### config.mk
export PLATFORM = sky130hd
export DESIGN_NAME = mel_band_accum
export DESIGN_NICKNAME = d
export VERILOG_FILES = /design/src/rtl/mel_band_accum.sv
export SDC_FILE = /design/constraint.sdc
export NUM_CORES = 1
export LEC_CHECK = 0
export ABC_AREA = 1
export BUFFER_PORTS_ARGS = -buffer_cell sky130_fd_sc_hd__buf_2
export CORE_ASPECT_RATIO = 1.5
export CORE_MARGIN = 2
export CORE_UTILIZATION = 54
export CTS_BUF_LIST = sky130_fd_sc_hd__clkbuf_8 sky130_fd_sc_hd__clkbuf_16
export CTS_CLUSTER_SIZE = 20
export DETAILED_ROUTE_END_ITERATION = 8
export PLACE_DENSITY = 0.72
export SKIP_CTS_REPAIR_TIMING = 1
export SLEW_MARGIN = 30
export SYNTH_ARGS = -nofsm -noshare
export SYNTH_HDL_FRONTEND = slang
export SYNTH_SLANG_ARGS = --single-unit
### constraint.sdc
create_clock -name clk -period 7 [get_ports clk]
set_clock_uncertainty 0.2 [all_clocks]
set_input_delay 1.4 -clock clk [delete_from_list [all_inputs] [get_ports clk]]
set_output_delay 1.4 -clock clk [all_outputs]
set_load 0.02 [all_outputs]
### src/rtl/mel_band_accum.sv
`default_nettype none
// ============================================================================
//  Module   : mel_band_accum
//  Purpose  : Per-band multiply-accumulate for the log-mel pipeline. Each
//             incoming power-spectrum bin is multiplied by its filter weight,
//             and the products of consecutive samples that share a mel band
//             number are summed. When a band closes (band change or
//             frame_end), the sum is shifted right, saturated to O_BW bits
//             and emitted with a one-cycle do_en pulse. There is no
//             backpressure, so one sample can be accepted on every cycle.
//  Ports    : clk, rst            - clock / asynchronous active-high reset
//             di_en               - input sample valid
//             data_i              - signed bin value (I_BW)
//             weight_i            - unsigned weight, 1.0 = 2^SHIFT (W_BW)
//             in_group_idx        - FFT bin index of the sample
//             in_group_num        - mel band number of the sample
//             frame_end           - last sample of the frame (qualified by di_en)
//             do_en               - one-cycle band output valid
//             data_o              - scaled, saturated band energy (O_BW)
//             out_group_num       - band number of data_o
//             out_first_idx       - bin index of the band's first sample
//             out_bin_cnt         - number of samples summed into the band
//             err_order           - sticky: band number decreased within a frame
//  Revision : 1.0  initial release
// ============================================================================
module mel_band_accum #(
    parameter int I_BW   = 14,
    parameter int W_BW   = 12,
    parameter int ACC_BW = 40,
    parameter int SHIFT  = 11,
    parameter int O_BW   = 24
) (
    input  logic                   clk,
    input  logic                   rst,
    input  logic                   di_en,
    input  logic signed [I_BW-1:0] data_i,
    input  logic        [W_BW-1:0] weight_i,
    input  logic        [9:0]      in_group_idx,
    input  logic        [6:0]      in_group_num,
    input  logic                   frame_end,
    output logic                   do_en,
    output logic signed [O_BW-1:0] data_o,
    output logic        [6:0]      out_group_num,
    output logic        [9:0]      out_first_idx,
    output logic        [9:0]      out_bin_cnt,
    output logic                   err_order
);

    localparam int c_PW = I_BW + W_BW + 1;

    // Saturation bounds expressed at accumulator width.
    localparam logic signed [ACC_BW-1:0] c_OMAX =
        {{(ACC_BW-O_BW+1){1'b0}}, {(O_BW-1){1'b1}}};
    localparam logic signed [ACC_BW-1:0] c_OMIN =
        {{(ACC_BW-O_BW+1){1'b1}}, {(O_BW-1){1'b0}}};

    typedef enum logic [1:0] {
        ST_IDLE  = 2'd0,
        ST_ACCUM = 2'd1,
        ST_FLUSH = 2'd2
    } state_t;

    // ------------------------------------------------------------------
    // Stage P: product register
    // ------------------------------------------------------------------
    logic signed [W_BW:0]     w_wt;
    logic signed [c_PW-1:0]   w_prod;

    logic                     r_p_valid;
    logic signed [c_PW-1:0]   r_p;
    logic        [6:0]        r_p_num;
    logic        [9:0]        r_p_idx;
    logic                     r_p_end;

    // Zero-extend the weight so the signed multiply treats it as unsigned.
    assign w_wt   = {1'b0, weight_i};
    assign w_prod = data_i * w_wt;

    always_ff @(posedge clk or posedge rst) begin
        if (rst) begin
            r_p_valid <= 1'b0;
            r_p       <= '0;
            r_p_num   <= '0;
            r_p_idx   <= '0;
            r_p_end   <= 1'b0;
        end else begin
            r_p_valid <= di_en;
            if (di_en) begin
                r_p     <= w_prod;
                r_p_num <= in_group_num;
                r_p_idx <= in_group_idx;
                r_p_end <= frame_end;
            end
        end
    end

    // ------------------------------------------------------------------
    // Stage A: band accumulator FSM
    // ------------------------------------------------------------------
    state_t                   r_state, w_nstate;
    logic signed [ACC_BW-1:0] r_acc, w_acc_nxt;
    logic        [9:0]        r_cnt, w_cnt_nxt;
    logic        [6:0]        r_num, w_num_nxt;
    logic        [9:0]        r_first, w_first_nxt;
    // Single-sample band held back when a band change and frame_end coincide.
    logic signed [ACC_BW-1:0] r_pend, w_pend_nxt;
    logic        [6:0]        r_pend_num, w_pend_num_nxt;
    logic        [9:0]        r_pend_idx, w_pend_idx_nxt;

    logic signed [ACC_BW-1:0] w_p_ext;
    logic                     w_fire;
    logic signed [ACC_BW-1:0] w_osum;
    logic        [9:0]        w_ocnt;
    logic        [6:0]        w_onum;
    logic        [9:0]        w_oidx;
    logic                     w_err_set;

    assign w_p_ext = {{(ACC_BW-c_PW){r_p[c_PW-1]}}, r_p};

    always_comb begin
        w_nstate       = r_state;
        w_acc_nxt      = r_acc;
        w_cnt_nxt      = r_cnt;
        w_num_nxt      = r_num;
        w_first_nxt    = r_first;
        w_pend_nxt     = r_pend;
        w_pend_num_nxt = r_pend_num;
        w_pend_idx_nxt = r_pend_idx;
        w_fire         = 1'b0;
        w_osum         = r_acc;
        w_ocnt         = r_cnt;
        w_onum         = r_num;
        w_oidx         = r_first;
        w_err_set      = 1'b0;

        case (r_state)
            ST_ACCUM: begin
                if (r_p_valid) begin
                    if (r_p_num == r_num) begin
                        if (r_p_end) begin
                            w_fire   = 1'b1;
                            w_osum   = r_acc + w_p_ext;
                            w_ocnt   = r_cnt + 10'd1;
                            w_nstate = ST_IDLE;
                        end else begin
                            w_acc_nxt = r_acc + w_p_ext;
                            w_cnt_nxt = r_cnt + 10'd1;
                        end
                    end else begin
                        // Old band goes out on this edge (output defaults).
                        w_fire    = 1'b1;
                        w_err_set = (r_p_num < r_num);
                        if (r_p_end) begin
                            w_pend_nxt     = w_p_ext;
                            w_pend_num_nxt = r_p_num;
                            w_pend_idx_nxt = r_p_idx;
                            w_nstate       = ST_FLUSH;
                        end else begin
                            w_acc_nxt   = w_p_ext;
                            w_cnt_nxt   = 10'd1;
                            w_num_nxt   = r_p_num;
                            w_first_nxt = r_p_idx;
                        end
                    end
                end
            end

            ST_FLUSH: begin
                w_fire = 1'b1;
                w_osum = r_pend;
                w_ocnt = 10'd1;
                w_onum = r_pend_num;
                w_oidx = r_pend_idx;
                if (r_p_valid) begin
                    if (r_p_end) begin
                        w_pend_nxt     = w_p_ext;
                        w_pend_num_nxt = r_p_num;
                        w_pend_idx_nxt = r_p_idx;
                    end else begin
                        w_acc_nxt   = w_p_ext;
                        w_cnt_nxt   = 10'd1;
                        w_num_nxt   = r_p_num;
                        w_first_nxt = r_p_idx;
                        w_nstate    = ST_ACCUM;
                    end
                end else begin
                    w_nstate = ST_IDLE;
                end
            end

            default: begin // ST_IDLE
                if (r_p_valid) begin
                    if (r_p_end) begin
                        w_fire = 1'b1;
                        w_osum = w_p_ext;
                        w_ocnt = 10'd1;
                        w_onum = r_p_num;
                        w_oidx = r_p_idx;
                    end else begin
                        w_acc_nxt   = w_p_ext;
                        w_cnt_nxt   = 10'd1;
                        w_num_nxt   = r_p_num;
                        w_first_nxt = r_p_idx;
                        w_nstate    = ST_ACCUM;
                    end
                end
            end
        endcase
    end

    always_ff @(posedge clk or posedge rst) begin
        if (rst) begin
            r_state    <= ST_IDLE;
            r_acc      <= '0;
            r_cnt      <= '0;
            r_num      <= '0;
            r_first    <= '0;
            r_pend     <= '0;
            r_pend_num <= '0;
            r_pend_idx <= '0;
        end else begin
            r_state    <= w_nstate;
            r_acc      <= w_acc_nxt;
            r_cnt      <= w_cnt_nxt;
            r_num      <= w_num_nxt;
            r_first    <= w_first_nxt;
            r_pend     <= w_pend_nxt;
            r_pend_num <= w_pend_num_nxt;
            r_pend_idx <= w_pend_idx_nxt;
        end
    end

    // ------------------------------------------------------------------
    // Output formatting: floor shift, then clamp to the O_BW range
    // ------------------------------------------------------------------
    logic signed [ACC_BW-1:0] w_shift;
    logic signed [ACC_BW-1:0] w_clamp;

    assign w_shift = w_osum >>> SHIFT;

    always_comb begin
        w_clamp = w_shift;
        if (w_shift > c_OMAX) begin
            w_clamp = c_OMAX;
        end else if (w_shift < c_OMIN) begin
            w_clamp = c_OMIN;
        end
    end

    always_ff @(posedge clk or posedge rst) begin
        if (rst) begin
            do_en         <= 1'b0;
            data_o        <= '0;
            out_group_num <= '0;
            out_first_idx <= '0;
            out_bin_cnt   <= '0;
            err_order     <= 1'b0;
        end else begin
            do_en <= w_fire;
            if (w_fire) begin
                data_o        <= w_clamp[O_BW-1:0];
                out_group_num <= w_onum;
                out_first_idx <= w_oidx;
                out_bin_cnt   <= w_ocnt;
            end
            if (w_err_set) begin
                err_order <= 1'b1;
            end
        end
    end

endmodule
`default_nettype wire

==> results of run 1 <==
[sequential cells by signal, indices dropped and copies added (netlist names)]
| name | count |
|---|---|
| data_o | 24 |
| r_p_end | 1 |
| out_bin_cnt | 10 |
| out_group_num | 7 |
| r_pend | 16 |
| do_en | 1 |
| r_p_idx | 10 |
| r_pend_num | 7 |
| r_p_num | 7 |
| r_num | 7 |
| r_cnt | 10 |
| r_pend_idx | 10 |
| r_p | 27 |
| r_first | 10 |
| r_p_valid | 1 |
| out_first_idx | 10 |
| r_acc | 40 |
| r_state | 2 |
| err_order | 1 |
[cells by family (layout without fill, tap and decap cells)]
group,count (synthesis),after routing
simple gates,906,906
buf+inv,573,642
compound gates,515,515
fa+ha+maj,273,273
flops,201,201
xor+xnor,43,43
mux,7,7
[power by group through the flow]
stage / sequential [mW] / clock [mW] / combinational [mW]
2_1_floorplan: 2.01 / 0 / 5.41
3_3_place_gp: 1.94 / 0 / 7.23
3_5_place_dp: 1.96 / 0 / 7.40
4_1_cts: 1.94 / 1.24 / 7.43
5_1_grt: 2.00 / 1.29 / 8.40
6_report: 1.96 / 1.22 / 7.46
[metal layers]
layer  global-route usage  vias up  share of wire
met5                    0        -              0
met4                0.160        0          0.058
met1                0.318     8080           0.37
met2                0.560      514           0.53
met3               0.0237      197          0.039
li1                     -     8050              -
[stage by stage]
stage | setup TNS (ns) | hold slack [ns] | instance area (um^2) | setup slack, ns | instances
finish | 0 | 0.263 | 20700 | 0.398 | 3060
global route | 0 | 0.299 | 20700 | 0.183 | 3060
CTS | 0 | 0.267 | 20600 | 0.480 | 3059
detailed placement | -0.0818 | 0.253 | 19900 | -0.0818 | 3023
global placement | -0.00914 | 0.245 | 19900 | -0.00914 | 3023
floorplan | 0 | 0.253 | 19000 | 0.246 | 2518
[synthesized netlist by cell type (27+ instances only)]
| cell | instances | area [um^2] |
|---|---|---|
| xor2_1 | 27 | 236 |
| nand2_1 | 609 | 2290 |
| o21ai_0 | 174 | 871 |
| a21oi_1 | 177 | 886 |
| dfrtp_1 | 201 | 5030 |
| ha_1 | 114 | 1430 |
| a31oi_1 | 37 | 231 |
| fa_1 | 159 | 3180 |
| nor2_1 | 152 | 571 |
| nand3_1 | 81 | 405 |
| clkbuf_1 | 84 | 315 |
| inv_1 | 469 | 1760 |
[how the worst max path moves through the flow]
stage	slack [ns]	depth (start not counted)	end	from
6_report	0.40	21	r_p[26]	weight_i[1]
5_1_grt	0.18	20	r_p[26]	weight_i[1]
4_1_cts	0.48	21	r_p[26]	weight_i[1]
3_5_place_dp	-0.08	21	r_p[26]	weight_i[1]
3_3_place_gp	-0.009	21	r_p[26]	weight_i[1]
2_1_floorplan	0.25	21	r_p[25]	data_i[13]
[placed cells by master, fill, tap and decap left out, drive strengths merged, types with 5 or more instances in the layout]
cell and n:
a21oi 200, a22oi 20, a31oi 37, a32oi 6, buf 132, bufinv 5, clkbuf 22, dfrtp 201
fa 159, ha 114, inv 478, mux2 7, nand2 625, nand3 84, nand4 9, nor2 160
nor3 9, o211ai 15, o21ai 179, o21bai 12, o22ai 22, o311ai 6, or2 14, xnor2 16
xor2 27
[final cells by class]
cell class	count	share of cell area
inverters	474	0.0863
multi-input cells	1744	0.568
flip-flops and latches	201	0.244
clock buffers	22	0.0256
repair buffers	132	0.0372
well taps	473	0.0287
clock inverters	14	0.0106
==> metrics.csv, run 1 <==
stage,metric,value,unit
run_status,status,"finished, final reports clean",
floorplanning,Initial Util,0.545,
synth,Cells after Synth,2518,
synth,Synth Area in Simple Gates,0.195,
power,Net Sw Frac,0.527,
power,Power Dens Cells,515,nW/um^2
synth,Synth Net Count,2838,
power,sequential share of power,0.184,
critical_path,reg-to-reg critical path endpoint,data_o[21],
critical_path,max incr delay on CP,0.53,ns
clock_network,CTS H-tree depth,1,
clock_network,TritonCTS clock tree,built,
power,Clock Power Share,0.115,
worst_hold_path,Hold Path Depth,1,
placed_design,IO Port Bufs,99,
worst_hold_path,Hold Path Sink,err_order,
critical_path,CP Capture Type,register,
floorplanning,I/O pin cnt,100,
synth,Synth Area in Adders,0.243,
synth,Main synth FF type,dfrtp_1,
routing,DRC,0,
clock_network,Sink Count,201,
sta,final hold viol count,0,
synth,XOR/XNOR Fraction of Synth Area,0.0199,
sta,fin crit period,6.60,ns
global_routing,GR Overflow Total,0,
synth,async set-or-reset flop fraction in the synthesized netlist,1.00,
critical_path,Worst Path Required,7.20,ns
final_layout,Layout area overhead,8.99,%
sta,Setup Viol. Count Final,0,
routing,WL/cell,17.1,um
sta,Slew @ Worst Pin,0.961,ns
power,internal power,5.03,mW
critical_path,RR Startpoint,r_p[26],
job,max_cap viols,0,
critical_path,crit path cell chain,buf_2 -> nand2_1 -> inv_1 -> fa_1 -> fa_1 -> buf_4 -> fa_1 -> inv_1 -> fa_1 -> inv_1 -> fa_1 -> ha_1 -> nand2_1 -> nor4_1 -> buf_4 -> nand4_1 -> buf_4 -> nand3_1 -> a31oi_1 -> xor2_1 -> o21ai_0,
final_layout,# diodes,0,
placed_design,placer congestion estimate,0.958,
power,Comb pwr share,0.701,
clock_network,Root Driver,clkbuf_16,
floorplanning,Core Footprint,34800,um^2
final_layout,Fill cells,3253,
final_layout,layout cell share with drive strength beyond 1,0.0939,
worst_hold_path,Hold/Removal Path Class,reg2reg,
critical_path,reg2reg setup slack,2.61,ns
clock_network,CTS Buf Count,20,
critical_path,"Largest delay share family, worst path",adder cells,
power,Design Power,10.6,mW
critical_path,CP Class,in2reg,
critical_path,CP max FO,14,
floorplanning,DIE AREA,36600,um^2
routing,via count,16800,
routing,vias per cell,5.50,
synth,main combinational cell family by area after synthesis,adder cells,
synth,Netlist cell types,54,
synth,"FF+latch count, synth",201,
routing,DRT antenna net count,0,
synth,mux cell area share after synthesis,0.00416,
power,Peak VDD IR,265,uV
critical_path,"Slowest-stage cell, CP",fa_1,
synth,syn_area_per_cell,7.53,um^2
sta,final period utilization,0.943,
critical_path,R2R cell count,17,
sta,RSZ-0062 raised after global routing,false,
synth,"Cell Area, Synth",18900,um^2
global_routing,All-Layer GR Usage,0.294,
floorplanning,FP Rows,84,
global_routing,largest net degree at the start of global routing,70,
clock_network,CTS max path bufs,3,
routing,DR iter-0 viols,983,
routing,DRT Wirelength,52.4,mm
final_layout,nets,2893,
floorplanning,Die Wd,157,um
floorplanning,Die Ht,233,um
power,sw power,5.61,mW
global_routing,antenna violations before repair,0,
placed_design,hpwl dp,40.2,mm
critical_path,WP data arrival,6.80,ns
clock_network,"Clk Latency, worst-skew pair",0.54,ns
sta,Slew Limit Headroom,0.360,
global_routing,first-pass GRT wire length,85.4,mm
clock_network,"Reg clk slew, reported paths",0.06,ns
synth,Ys Warns,0,
sta,final slew viol count,0,
power,Leak,10.8,nW
sta,FMAX,151,MHz
critical_path,CP startpoint kind,input port,
critical_path,Critical Path Most Common Cell,fa_1,
global_routing,vias in the first global route,17300,
final_layout,area of the multi-input gates,11700,um^2
final_layout,Final Util,0.594,
critical_path,WP buf/inv,7,
synth,Compound-Gate Fraction of Synth Area,0.157,
routing,First-pass DRT Iterations,5,
synth,proportion of synthesized chip area in sequential cells,0.265,
worst_hold_path,HP Start,err_order,
final_layout,register area,5030,um^2
synth,"EDFF count, synth",0,
Note: power is estimated with default switching activity, not from simulation.
==> inputs of run 2 (changes only) <==
--- a/config.mk
+++ b/config.mk
@@ -13,7 +13,7 @@
 export CTS_BUF_LIST = sky130_fd_sc_hd__clkbuf_8 sky130_fd_sc_hd__clkbuf_16
 export CTS_CLUSTER_SIZE = 20
 export DETAILED_ROUTE_END_ITERATION = 8
-export PLACE_DENSITY = 0.72
+export PLACE_DENSITY = 0.69
 export SKIP_CTS_REPAIR_TIMING = 1
 export SLEW_MARGIN = 30
 export SYNTH_ARGS = -nofsm -noshare
==> constraint.sdc (replaced) <==
create_clock -name clk -period 7.1 [get_ports clk]
set_clock_uncertainty 0.2 [all_clocks]
set_input_delay 1.42 -clock clk [delete_from_list [all_inputs] [get_ports clk]]
set_output_delay 1.42 -clock clk [all_outputs]
set_load 0.02 [all_outputs]
==> run 2 against run 1 <==
Against the previous run:
- global-route usage hardly changed
- die area unchanged
- wire length shrank 0.71%
- count of clock-buffer cells in the layout grew 1
- clock power hardly changed
- largest power group unchanged
- highest routed layer unchanged
==> metrics.csv, run 2 (synthesis results as in run 1) <==
stage,metric,value,unit,change
run_status,status,"finished, final reports clean",,unchanged
power,Power Dens Cells,508,nW/um^2,was 515 nW/um^2
critical_path,R2R cell count,9,,was 17
floorplanning,I/O pin cnt,100,,unchanged
routing,DRC,0,,unchanged
job,max_cap viols,0,,unchanged
floorplanning,Initial Util,0.545,,unchanged
sta,Slew Limit Headroom,0.331,,was 0.360
global_routing,antenna violations before repair,0,,unchanged
placed_design,hpwl dp,40.0,mm,was 40.2 mm
clock_network,CTS Buf Count,20,,unchanged
sta,RSZ-0062 raised after global routing,false,,unchanged
worst_hold_path,Hold Path Depth,1,,unchanged
power,Leak,10.7,nW,was 10.8 nW
critical_path,CP Capture Type,register,,unchanged
floorplanning,DIE AREA,36600,um^2,unchanged
final_layout,final instance area,20600,um^2,"was 20,700 um^2"
critical_path,CP Class,in2reg,,unchanged
final_layout,Final Util,0.592,,was 0.594
floorplanning,Core Footprint,34800,um^2,unchanged
critical_path,reg-to-reg critical path endpoint,data_o[20],,was data_o[21]
final_layout,Largest Register,r_acc,,unchanged
routing,DR iter-0 viols,1103,,was 983
clock_network,"Clk Latency, worst-skew pair",0.53,ns,was 0.54 ns
sta,final hold viol count,0,,unchanged
floorplanning,Die Ht,233,um,unchanged
routing,vias per cell,5.50,,about the same
worst_hold_path,Hold Path Sink,err_order,,unchanged
routing,via count,16800,,about the same
critical_path,Worst Path Required,7.30,ns,was 7.20 ns
sta,Hold WS,0.262,ns,was 0.263 ns
final_layout,layout cell share with drive strength beyond 1,0.0942,,was 0.0939
clock_network,TritonCTS clock tree,built,,unchanged
critical_path,reg2reg setup slack,2.57,ns,was 2.61 ns
final_layout,Layout area overhead,8.68,%,was 8.99%
routing,DRT antenna net count,0,,unchanged
sta,Slew @ Worst Pin,1.00,ns,was 0.961 ns
final_layout,nets,2886,,"was 2,893"
placed_design,placed cell area,19800,um^2,"was 19,900 um^2"
final_layout,biggest regs,"r_acc: 40 flops, r_p: 27 flops, data_o: 24 flops",,unchanged
sta,fin crit period,6.73,ns,
worst_hold_path,HP Start,err_order,,unchanged
clock_network,CTS max path bufs,3,,unchanged
global_routing,vias in the first global route,17500,,"was 17,300"
global_routing,first-pass GRT wire length,86.1,mm,was 85.4 mm
clock_network,CTS H-tree depth,1,,unchanged
sta,final slew viol count,0,,unchanged
final_layout,Fill cells,3232,,"was 3,253"
global_routing,All-Layer GR Usage,0.294,,about the same
worst_hold_path,Hold/Removal Path Class,reg2reg,,unchanged
sta,final setup TNS,0,ns,unchanged
routing,WL/cell,17.1,um,about the same
critical_path,CP startpoint kind,input port,,unchanged
critical_path,WP data arrival,6.93,ns,was 6.80 ns
sta,Setup Viol. Count Final,0,,unchanged
sta,FMAX,149,MHz,
clock_network,Sink Count,201,,unchanged
placed_design,IO Port Bufs,99,,unchanged
power,Peak VDD IR,277,uV,was 265 uV
routing,First-pass DRT Iterations,7,,was 5
placed_design,placer congestion estimate,0.931,,was 0.958
sta,final period utilization,0.948,,
floorplanning,FP Rows,84,,unchanged
critical_path,RR Startpoint,r_p_end,,was r_p[26]
clock_network,"Reg clk slew, reported paths",0.07,ns,was 0.06 ns
final_layout,# diodes,0,,unchanged
final_layout,"commonest non-fill, non-tap cells in the layout","607 x nand2_1, 469 x inv_1, 201 x dfrtp_1",,"was 608 x nand2_1, 474 x inv_1, 201 x dfrtp_1"
global_routing,GR Overflow Total,0,,unchanged
critical_path,CP max FO,14,,unchanged
global_routing,largest net degree at the start of global routing,148,,was 70
clock_network,Root Driver,clkbuf_16,,unchanged
final_layout,"most common cell after layout, fill and taps aside",nand2_1,,unchanged
routing,DRT Wirelength,52.1,mm,was 52.4 mm
final_layout,max reg flops,40,,unchanged
floorplanning,Die Wd,157,um,unchanged
run 2: cell type report:
type | count | area, um^2 | share of cell area
clock inverters | 13 | 211 | 0.0103
well taps | 473 | 592 | 0.0287
multi-input cells | 1744 | 11700 | 0.570
repair buffers | 125 | 703 | 0.0341
flip-flops and latches | 201 | 5030 | 0.244
inverters | 474 | 1780 | 0.0866
clock buffers | 23 | 542 | 0.0263
run 2: power by group:
part	internal [mW]	switching (mW)
clock network	0.708	0.499
registers	1.58	0.342
logic	2.65	4.68
run 2: critical path, cell delays in order:
cell	delay, ns
buf_2	0.26
nand2_1	0.16
inv_1	0.14
fa_1	0.49
fa_1	0.51
buf_4	0.20
fa_1	0.54
inv_1	0.05
fa_1	0.47
inv_1	0.05
fa_1	0.47
ha_1	0.39
nand2_1	0.10
nor4_1	0.64
o21ai_0	0.35
nand3_1	0.19
nand2_1	0.08
a21oi_1	0.11
or2_2	0.12
nand2_1	0.04
nand3_1	0.07
o21ai_0	0.08
run 2: worst max-delay path by stage:
stage                     endpoint         from  cells after the start
final                      r_p[25]  weight_i[1]                     22
after floorplan            r_p[25]   data_i[13]                     21
after global placement     r_p[25]  weight_i[1]                     22
after detailed placement   r_p[25]  weight_i[1]                     22
after global routing       r_p[25]  weight_i[1]                     21
after CTS                  r_p[25]  weight_i[1]                     22
run 2: stage by stage:
| step | total power [mW] | setup slack, ns | instances |
|---|---|---|---|
| finish | 10.5 | 0.367 | 3053 |
| global route | 11.6 | 0.0920 | 3053 |
| floorplan | 7.32 | 0.326 | 2518 |
| CTS | 10.5 | 0.438 | 3053 |
| detailed placement | 9.25 | -0.151 | 3017 |
| global placement | 9.09 | -0.0331 | 3017 |
run 2: metal layers:
layer	vias up	part of all wire	track usage	wire [um]
met4	0	0.057	0.156	2990
met2	509	0.53	0.559	27700
met5	-	0	0	0
met3	171	0.043	0.0236	2240
li1	8033	-	-	-
met1	8078	0.37	0.321	19200
==> inputs of run 3 (changes only) <==
--- a/config.mk
+++ b/config.mk
@@ -5,8 +5,8 @@
 export SDC_FILE = /design/constraint.sdc
 export NUM_CORES = 1
 export LEC_CHECK = 0
-export ABC_AREA = 1
-export BUFFER_PORTS_ARGS = -buffer_cell sky130_fd_sc_hd__buf_2
+export ABC_AREA = 0
+export BUFFER_PORTS_ARGS = -buffer_cell sky130_fd_sc_hd__clkbuf_2
 export CORE_ASPECT_RATIO = 1.5
 export CORE_MARGIN = 2
 export CORE_UTILIZATION = 54
==> run 3 against run 2 <==
Against the previous run:
- register-to-register slack lost 0.18 ns
- sequential share of layout area grew 0.68 points
- highest routed layer unchanged
- total power grew 3.3%
- sequential power grew 3%
- wire length shrank 12%
- synthesized cell count shrank 19%
- clock power shrank 12%
==> metrics.csv, run 3 <==
stage,metric,value,unit,change
power,Peak VDD IR,251,uV,was 277 uV
synth,syn_area_per_cell,8.94,um^2,was 7.53 um^2
critical_path,CP Capture Type,register,,unchanged
final_layout,layout cell share with drive strength beyond 1,0.154,,was 0.0942
worst_hold_path,HP Start,out_bin_cnt[9],,was err_order
global_routing,GR Overflow Total,0,,unchanged
floorplanning,Die Ht,229,um,was 233 um
synth,top cell type's share of synthesized area,0.275,,was 0.265
critical_path,CP startpoint kind,input port,,unchanged
synth,Compound-Gate Fraction of Synth Area,0.156,,was 0.157
final_layout,Final Util,0.599,,was 0.592
synth,"EDFF count, synth",0,,unchanged
placed_design,DP Worst Slack,-0.187,ns,was -0.151 ns
floorplanning,FP Rows,82,,was 84
critical_path,Critical Path Most Common Cell,fa_1,,unchanged
global_routing,largest net degree at the start of global routing,77,,was 148
critical_path,WP data arrival,6.98,ns,was 6.93 ns
floorplanning,Initial Util,0.547,,was 0.545
synth,"Cell Area, Synth",18300,um^2,"was 18,900 um^2"
final_layout,biggest regs,"r_acc: 40 flops, r_p: 27 flops, data_o: 24 flops",,unchanged
final_layout,# diodes,0,,unchanged
synth,Cells after Synth,2047,,"was 2,518"
final_layout,"most common cell after layout, fill and taps aside",nand2_1,,unchanged
clock_network,CTS Buf Count,20,,unchanged
sta,Hold WS,0.282,ns,was 0.262 ns
final_layout,Layout area overhead,9.47,%,was 8.68%
critical_path,CP max FO,11,,was 14
run_status,status,"finished, final reports clean",,unchanged
routing,First-pass DRT Iterations,5,,was 7
routing,vias per cell,5.82,,was 5.50
synth,proportion of synthesized chip area in sequential cells,0.275,,was 0.265
worst_hold_path,Hold/Removal Path Class,reg2reg,,unchanged
sta,final setup TNS,0,ns,unchanged
synth,Synth Area in Adders,0.252,,was 0.243
power,Leak,9.50,nW,was 10.7 nW
clock_network,CTS max path bufs,3,,unchanged
sta,final period utilization,0.955,,was 0.948
routing,DRT antenna net count,0,,unchanged
final_layout,Largest Register,r_acc,,unchanged
clock_network,Sink Count,201,,unchanged
synth,Synth area leaders,"dfrtp_1 27%, fa_1 17%, ha_1 7.8%, nand2_1 6.4%, mux2_2 5.4%",,"was dfrtp_1 27%, fa_1 17%, nand2_1 12%, inv_1 9.3%, ha_1 7.5%"
synth,Synth Area in Simple Gates,0.163,,was 0.195
global_routing,antenna violations before repair,0,,unchanged
global_routing,All-Layer GR Usage,0.267,,was 0.294
critical_path,CP startpoint,weight_i[3],,was weight_i[1]
critical_path,"Slowest-stage cell, CP",fa_1,,was nor4_1
synth,most common library cells after synthesis,"310 x nand2_1, 208 x inv_1, 201 x dfrtp_1",,"was 609 x nand2_1, 469 x inv_1, 201 x dfrtp_1"
floorplanning,Die Wd,154,um,was 157 um
routing,DRT Wirelength,46.1,mm,was 52.1 mm
clock_network,CTS H-tree depth,1,,unchanged
floorplanning,Core Footprint,33400,um^2,"was 34,800 um^2"
global_routing,vias in the first global route,15600,,"was 17,500"
critical_path,Worst Path Required,7.30,ns,about the same
synth,"FF+latch count, synth",201,,unchanged
synth,async set-or-reset flop fraction in the synthesized netlist,1.00,,unchanged
sta,Slew Limit Headroom,0.352,,was 0.331
synth,Synth Net Count,2367,,"was 2,838"
clock_network,Root Driver,clkbuf_16,,unchanged
clock_network,"Clk Latency, worst-skew pair",0.52,ns,was 0.53 ns
sta,Slew @ Worst Pin,0.967,ns,was 1.00 ns
final_layout,nets,2446,,"was 2,886"
sta,RSZ-0062 raised after global routing,false,,unchanged
critical_path,WP buf/inv,4,,was 5
final_layout,final instance area,20000,um^2,"was 20,600 um^2"
synth,XOR/XNOR Fraction of Synth Area,0.0297,,was 0.0199
routing,DR iter-0 viols,748,,"was 1,103"
synth,Main synth FF type,dfrtp_1,,unchanged
sta,final slew viol count,0,,unchanged
synth,mux cell area share after synthesis,0.0579,,was 0.00416
floorplanning,I/O pin cnt,100,,unchanged
synth,Ys Warns,0,,unchanged
placed_design,placer congestion estimate,0.969,,was 0.931
routing,DRC,0,,unchanged
critical_path,"Largest delay share family, worst path",adder cells,,unchanged
final_layout,"commonest non-fill, non-tap cells in the layout","309 x nand2_1, 211 x inv_1, 201 x dfrtp_1",,"was 607 x nand2_1, 469 x inv_1, 201 x dfrtp_1"
synth,main combinational cell family by area after synthesis,adder cells,,unchanged
clock_network,TritonCTS clock tree,built,,unchanged
sta,FMAX,147,MHz,was 149 MHz
sta,final worst slack,0.319,ns,was 0.367 ns
floorplanning,DIE AREA,35400,um^2,"was 36,600 um^2"
final_layout,max reg flops,40,,unchanged
critical_path,max incr delay on CP,0.55,ns,was 0.64 ns
job,max_cap viols,0,,unchanged
synth,"count leader, synth",nand2_1,,unchanged
sta,Setup Viol. Count Final,0,,unchanged
routing,WL/cell,18.0,um,was 17.1 um
sta,final hold viol count,0,,unchanged
placed_design,hpwl dp,35.3,mm,was 40.0 mm
placed_design,IO Port Bufs,99,,unchanged
global_routing,first-pass GRT wire length,77.0,mm,was 86.1 mm
clock_network,"Reg clk slew, reported paths",0.06,ns,was 0.07 ns
routing,via count,14900,,"was 16,800"
synth,Netlist cell types,72,,was 54
critical_path,crit path cell chain,clkbuf_2 -> nand2_1 -> fa_1 -> inv_1 -> fa_1 -> ha_1 -> ha_1 -> inv_1 -> fa_1 -> inv_1 -> fa_1 -> a21o_1 -> a21o_1 -> a211oi_1 -> o311ai_0 -> nand4_1 -> nand3_1 -> and3_1 -> o21ai_0 -> nor2b_1 -> xnor2_1 -> mux2_2,,was buf_2 -> nand2_1 -> inv_1 -> fa_1 -> fa_1 -> buf_4 -> fa_1 -> inv_1 -> fa_1 -> inv_1 -> fa_1 -> ha_1 -> nand2_1 -> nor4_1 -> o21ai_0 -> nand3_1 -> nand2_1 -> a21oi_1 -> or2_2 -> nand2_1 -> nand3_1 -> o21ai_0
sta,fin crit period,6.78,ns,was 6.73 ns
placed_design,placed cell area,19400,um^2,"was 19,800 um^2"
synth,Synth area leader,dfrtp_1,,unchanged
power,Power Dens Cells,540,nW/um^2,was 508 nW/um^2
critical_path,RR Startpoint,r_p[26],,was r_p_end
critical_path,CP Class,in2reg,,unchanged
## run 3: cell count changes in the layout (fill, tap and decap cells not counted), sizes merged, moves of 23 or more
cell / previous run / this run
clkbuf: 23 / 121
nand3: 84 / 43
nor2: 160 / 132
buf: 125 / 61
inv: 474 / 212
and2: 0 / 82
nand2: 625 / 310
o21ai: 179 / 123
a21o: 3 / 26
mux2: 7 / 87
a21oi: 200 / 155
## run 3: worst reg2reg max path: stages, from the launching register on
cell	delay, ns
dfrtp_1	0.57
buf_4	0.35
ha_1	0.39
a211o_1	0.35
a21oi_2	0.22
nor2_1	0.10
o41ai_2	0.33
nand3_1	0.13
a21o_1	0.18
o31ai_1	0.06
o21ai_0	0.29
o41ai_4	0.89
buf_4	0.31
o21ai_0	0.13
a21oi_2	0.15
## run 3: cells by family (layout without fill, tap and decap cells)
logic type               Yosys count  after routing
AND/OR/NAND/NOR                  657            657
AO/OA/AOI/OAI                    447            447
buffers and inverters            312            401
adder cells (fa/ha/maj)          273            273
flip-flops                       201            201
multiplexers                      95             95
XOR/XNOR                          62             62
## run 3: metrics by stage
step	cells	power (mW)
3_3_place_gp	2524	9.54
4_1_cts	2556	10.9
3_5_place_dp	2524	9.74
6_report	2556	10.8
5_1_grt	2556	11.9
2_1_floorplan	2047	7.85
## run 3: per-layer routing
layer,vias to the layer above,global-route usage,part of all wire
met1,7287,0.300,0.39
li1,7037,-,-
met5,-,0,0
met3,132,0.0225,0.040
met2,417,0.501,0.53
met4,0,0.134,0.050
## run 3: final cells by class
class / instances / area, um^2
Clock buffer: 22 / 528
Clock inverter: 10 / 113
Fill cell: 2974 / 13400
Inverter: 209 / 788
Multi-Input combinational cell: 1534 / 12100
Sequential cell: 201 / 5030
Tap cell: 420 / 526
Timing Repair Buffer: 160 / 953
## run 3: worst paths after layout
kind	slack (ns)	end	cells after the start
worst max register to register	2.39	data_o[8]	14
max in group asynchronous	4.67	r_pend_idx[3]	3
worst min register to register	0.28	out_bin_cnt[9]	2
min in group asynchronous	0.81	r_acc[35]	2
worst max-delay path	0.32	r_p[24]	22
worst min-delay path	0.28	out_bin_cnt[9]	2
## run 3: report_power, final
| group | switching, mW | total [mW] | internal [mW] |
|---|---|---|---|
| Clock | 0.454 | 1.06 | 0.607 |
| Combinational | 4.45 | 7.77 | 3.32 |
| Sequential | 0.359 | 1.98 | 1.62 |
| Total | 5.26 | 10.8 | 5.55 |
